===== config.mk =====
export PLATFORM = sky130hd
export DESIGN_NAME = chipset_decoder
export DESIGN_NICKNAME = d
export VERILOG_FILES = /design/src/rtl/chipset_decoder.sv
export SDC_FILE = /design/constraint.sdc
export NUM_CORES = 1
export LEC_CHECK = 0
export BUFFER_PORTS_ARGS = -buffer_cell sky130_fd_sc_hd__buf_2
export CORE_ASPECT_RATIO = 0.8
export CORE_MARGIN = 3
export CORE_UTILIZATION = 40
export DETAILED_ROUTE_END_ITERATION = 8
export PLACE_DENSITY = 0.72
export SYNTH_ARGS = -nofsm -noshare
export SYNTH_HDL_FRONTEND = slang
export SYNTH_SLANG_ARGS = --single-unit

===== constraint.sdc =====
create_clock -name clk -period 3.3 [get_ports clk]
set_input_delay 0.33 -clock clk [delete_from_list [all_inputs] [get_ports clk]]
set_output_delay 0.33 -clock clk [all_outputs]
set_load 0.05 [all_outputs]

===== src/rtl/chipset_decoder.sv =====
// chipset_decoder: address decoder with per-region wait states.
// An access is accepted in IDLE, spends WAIT[hit]+1 cycles in WAIT
// (skipped for unmapped addresses) and completes in a single RESP cycle.
// All outputs come straight from flops.
module chipset_decoder #(
  parameter int                     ADDR_W = 11,
  parameter int                     DATA_W = 32,
  parameter int                     NREG   = 2,
  parameter logic [NREG*ADDR_W-1:0] BASE   = {11'h080, 11'h000},
  parameter logic [NREG*ADDR_W-1:0] LIMIT  = {11'h7FF, 11'h07F},
  parameter logic [NREG*4-1:0]      WAIT   = {4'd2, 4'd0}
) (
  input  logic                   clk,
  input  logic                   rst_n,
  input  logic                   req,
  input  logic                   we,
  input  logic [ADDR_W-1:0]      addr,
  input  logic [NREG*DATA_W-1:0] rd_bus,
  output logic [NREG-1:0]        sel,
  output logic [NREG-1:0]        wen,
  output logic [DATA_W-1:0]      rdata,
  output logic                   ready,
  output logic                   err,
  output logic [7:0]             err_count
);

  localparam int IDX_W = (NREG > 1) ? $clog2(NREG) : 1;

  typedef enum logic [1:0] {
    ST_IDLE = 2'd0,
    ST_WAIT = 2'd1,
    ST_RESP = 2'd2
  } state_t;

  state_t             state_q, state_d;
  logic [3:0]         cnt_q, cnt_d;
  logic               we_q, we_d;
  logic [IDX_W-1:0]   hit_q, hit_d;
  logic [NREG-1:0]    sel_q, sel_d;
  logic [NREG-1:0]    wen_q, wen_d;
  logic [DATA_W-1:0]  rdata_q, rdata_d;
  logic               ready_q, ready_d;
  logic               err_q, err_d;
  logic [7:0]         err_count_q, err_count_d;

  logic               hit_any_s;
  logic [IDX_W-1:0]   hit_idx_s;
  logic [3:0]         wait_s;
  logic [NREG-1:0]    onehot_s;
  logic [DATA_W-1:0]  rd_sel_s;

  // Saturating increment for the unmapped-access counter.
  function automatic logic [7:0] sat_inc(input logic [7:0] v);
    return (v == 8'hFF) ? 8'hFF : v + 8'd1;
  endfunction

  // Address decode; scanning downwards lets the lowest matching region win.
  always_comb begin
    hit_any_s = 1'b0;
    hit_idx_s = '0;
    for (int i = NREG - 1; i >= 0; i--) begin
      if ((addr >= BASE[i*ADDR_W +: ADDR_W]) && (addr <= LIMIT[i*ADDR_W +: ADDR_W])) begin
        hit_any_s = 1'b1;
        hit_idx_s = IDX_W'(i);
      end else begin
        hit_any_s = hit_any_s;
      end
    end
  end

  // Per-region lookups: wait count and one-hot for the live decode,
  // read-data slice for the latched region.
  always_comb begin
    wait_s   = 4'd0;
    onehot_s = '0;
    rd_sel_s = '0;
    for (int i = 0; i < NREG; i++) begin
      if (hit_idx_s == IDX_W'(i)) begin
        wait_s      = WAIT[i*4 +: 4];
        onehot_s[i] = 1'b1;
      end else begin
        onehot_s[i] = 1'b0;
      end
      if (hit_q == IDX_W'(i)) begin
        rd_sel_s = rd_bus[i*DATA_W +: DATA_W];
      end else begin
        rd_sel_s = rd_sel_s;
      end
    end
  end

  // Next-state and next-output logic of the access FSM.
  always_comb begin
    state_d     = state_q;
    cnt_d       = cnt_q;
    we_d        = we_q;
    hit_d       = hit_q;
    sel_d       = sel_q;
    wen_d       = '0;
    rdata_d     = rdata_q;
    ready_d     = 1'b0;
    err_d       = 1'b0;
    err_count_d = err_count_q;
    case (state_q)
      ST_IDLE: begin
        sel_d = '0;
        if (req) begin
          we_d = we;
          if (hit_any_s) begin
            hit_d   = hit_idx_s;
            cnt_d   = wait_s;
            sel_d   = onehot_s;
            state_d = ST_WAIT;
          end else begin
            // Unmapped: straight to RESP with the error flag, no select.
            cnt_d       = 4'd0;
            ready_d     = 1'b1;
            err_d       = 1'b1;
            err_count_d = sat_inc(err_count_q);
            state_d     = ST_RESP;
          end
        end else begin
          state_d = ST_IDLE;
        end
      end
      ST_WAIT: begin
        if (cnt_q == 4'd0) begin
          ready_d = 1'b1;
          state_d = ST_RESP;
          if (we_q) begin
            wen_d = sel_q;
          end else begin
            rdata_d = rd_sel_s;
          end
        end else begin
          cnt_d = cnt_q - 4'd1;
        end
      end
      ST_RESP: begin
        sel_d   = '0;
        state_d = ST_IDLE;
      end
      default: begin
        sel_d   = '0;
        state_d = ST_IDLE;
      end
    endcase
  end

  // State and output registers with synchronous active-low reset.
  always_ff @(posedge clk) begin
    if (!rst_n) begin
      state_q     <= ST_IDLE;
      cnt_q       <= 4'd0;
      we_q        <= 1'b0;
      hit_q       <= '0;
      sel_q       <= '0;
      wen_q       <= '0;
      rdata_q     <= '0;
      ready_q     <= 1'b0;
      err_q       <= 1'b0;
      err_count_q <= 8'd0;
    end else begin
      state_q     <= state_d;
      cnt_q       <= cnt_d;
      we_q        <= we_d;
      hit_q       <= hit_d;
      sel_q       <= sel_d;
      wen_q       <= wen_d;
      rdata_q     <= rdata_d;
      ready_q     <= ready_d;
      err_q       <= err_d;
      err_count_q <= err_count_d;
    end
  end

  assign sel       = sel_q;
  assign wen       = wen_q;
  assign rdata     = rdata_q;
  assign ready     = ready_q;
  assign err       = err_q;
  assign err_count = err_count_q;

endmodule

==> qor.yml <==
clock_network:
  clk_pin_slew_worst_paths_ps: 90
  hold_buffers: 0
  cts.htree.levels: 2
  cts_tree: "built"
  clock_latency_ps: 290
  cts_made_buffers: 5
  clock-root-buffer: "clkbuf_8"
  cts.sinks: 54
  post_cts_buffers: 0
  cts_resized: 0
  cts_buffer_depth: 2
finish:
  layout-drive-gt1-share_pct: 44.5
  num_antenna_cells: 0
  fin_util_pct: 55.7
  final_cells: 442
  final_nets: 443
  area_delta_synth_final_pct: 29.1
yosys:
  synthCells: 252
  synth_xor_area_share_pct: 0
  synth-seq-area-share_pct: 43.9
  netlist_area_mm2: 0.00246
  muxShareOfSynthArea_pct: 28.1
  synth_top_family_by_area: "multiplexers"
  synth_edf_count: 0
  synth_ff_type: "dfxtp_1"
  synthAdderAreaFrac_pct: 0.509
  avgSynthCellArea_um2: 9.76
  synth_simple_gate_area_share_pct: 19.4
  async_reset_ff_share_pct: 0
  synth_compound_area_share_pct: 3.31
  ys_ff_latch: 54
  synth_warnings: 0
  synth_nets: 332
  synth_cell_types: 33
sta:
  period_share_pct: 63.0
  grt_setup_unrepaired: "false"
  final-setup-viol-count: 0
  slew_headroom_pct: 54.9
  skew_ps: 5.92
  tightest_slew_ps: 674
  fin_crit_ps: 2080
  fmax_mhz: 481
  maxSlewViolCount: 0
  tns_ps: 0
  hold_viol: 0
worst_setup_path:
  worstSetupEndpoint: "rdata[16]"
  start_kind: "flop"
  r2r_setup_slack_ps: 1220
  rr_worst_depth: 4
  r2r-start: "state_q[0]"
  crit_arrival_ps: 2250
  cp.required_ps: 3470
  r2r_end: "rdata[16]"
  crit_type: "reg2reg"
  startpoint: "state_q[0]"
  end_kind: "flop"
  cp_max_fo: 22
placement:
  numPlacedInstances: 434
  gp_congestion: 0.793
  io_buffer_count: 117
  dp.final_hpwl_um: 3970
hold_path:
  hp-class: "in2reg"
power_and_ir_drop:
  leakage_uw: 0.00170
  peakVddDrop_mv: 0.300
  power.density_mw_per_mm2: 551
drt:
  drtPass1Iterations: 4
  ant_nets: 0
  wl_um: 5240
  vias: 2062
  wl_per_cell_um: 11.9
  via_per_inst: 4.67
  drt_iter0_drc: 30
  drc_errors: 0
floorplan:
  core_area_mm2: 0.00571
  fp.dieW_um: 93.7
  dieArea_mm2: 0.00713
  start_util_pct: 43.1
  die_h_um: 76.1
  pin_count: 125
  rows: 24
job:
  drv_cap: 0
global_route:
  grt_pass1_vias: 1944
  antenna_found_initial: 0
  grt_max_degree: 36
  grt_usage_pct: 14.2
  overflow: 0
  grt_first_pass_wirelength_um: 8490
run_status:
  status: "finished, final reports clean"
## layout make-up
class                   instances  area [um^2]
clock buffers                   7         76.3
clock inverters                 1         30.0
fillers                       557         2530
inverters                       3         11.3
multi-input cells             178         1260
flip-flops and latches         54         1080
well taps                      78         97.6
repair buffers                121          616
## through the flow
stage                     total power, uW  worst slack, ps  hold WS [ps]  cell area [um^2]
after floorplan                      1220             1810           448              2460
after global placement               1340             1270           439              3070
after global routing                 1860             1030           273              3180
final                                1750             1220           290              3180
after CTS                            1780             1220           274              3180
after detailed placement             1350             1240           439              3070
## synth_stat cells (2+ instances only)
cell	number	area, um^2
nor2_1	2	7.51
and2_1	8	50.1
and3_1	4	25.0
mux2i_1	33	330
inv_1	3	11.3
buf_2	5	25.0
dfxtp_1	54	1080
a21oi_1	3	15.0
or4_1	3	22.5
nand2_1	70	263
mux2_2	32	360
clkbuf_1	8	30.0
nand2b_1	3	18.8
o21ai_0	2	10.0
nor3b_1	2	15.0
buf_6	3	33.8
## how the worst min path moves through the flow
stage	startpoint	end	slack, ps	cells past startpoint
detailed placement	err_count[4]	err_count[4]	440	1
global placement	err_count[6]	err_count[6]	440	1
global route	we	we_q	270	3
finish	we	we_q	290	3
floorplan	cnt_q[1]	cnt_q[1]	450	2
CTS	we	we_q	270	3
## cell families after synthesis
| kind of cell | after synthesis |
|---|---|
| other cells | 1 |
| flops | 54 |
| fa+ha+maj | 1 |
| buf+inv | 20 |
| simple gates | 99 |
| mux | 65 |
| compound gates | 12 |
## registers in the layout (all words and copies together) (netlist names), 2 cells and up
name / cells
sel: 2
state_q: 2
wen: 2
err_count: 8
rdata: 32
cnt_q: 4
## report_power, final
| group | switching, uW | leakage (uW) | total [uW] | internal (uW) |
|---|---|---|---|---|
| clock network | 193 | 0.0000524 | 420 | 227 |
| registers | 43.5 | 0.000439 | 762 | 718 |
| logic | 353 | 0.00121 | 568 | 215 |
| total | 589 | 0.00170 | 1750 | 1160 |
## critical path, stage by stage, from the launching register on
cell      delay (ps)
dfxtp_1          510
nor4b_4          290
nand3b_1         510
buf_4            460
mux2i_1          160
## metal layers
metal | wire, um | vias to the layer above | GRT usage, %
li1 | - | 1070 | -
met1 | 2460 | 908 | 18.1
met2 | 2310 | 82 | 23.8
met3 | 457 | 2 | 4.54
met4 | 12 | 0 | 2.60
met5 | 0 | - | 0
## cells in the final DEF (no fill, tap or decap)
master / count
nor3b_1: 2
o31ai_1: 1
buf_4: 4
inv_1: 3
or3_1: 1
a21boi_1: 1
nand2_1: 70
ha_1: 1
mux2_2: 32
mux2i_1: 33
and2_1: 8
and4bb_4: 1
or3b_2: 1
dfxtp_1: 54
nor4b_4: 1
and3_1: 4
o21ai_0: 2
nor2_1: 2
o211a_1: 1
o21bai_1: 1
nor2b_1: 1
nor4_1: 1
a21oi_1: 3
a21boi_0: 1
bufinv_16: 1
a22oi_1: 1
clkbuf_8: 5
buf_2: 117
o2bb2ai_1: 1
nand3b_1: 1
clkbuf_1: 2
or4_1: 3
conb_1: 1
nand2b_1: 3
Power figures use the tool's default switching activity.
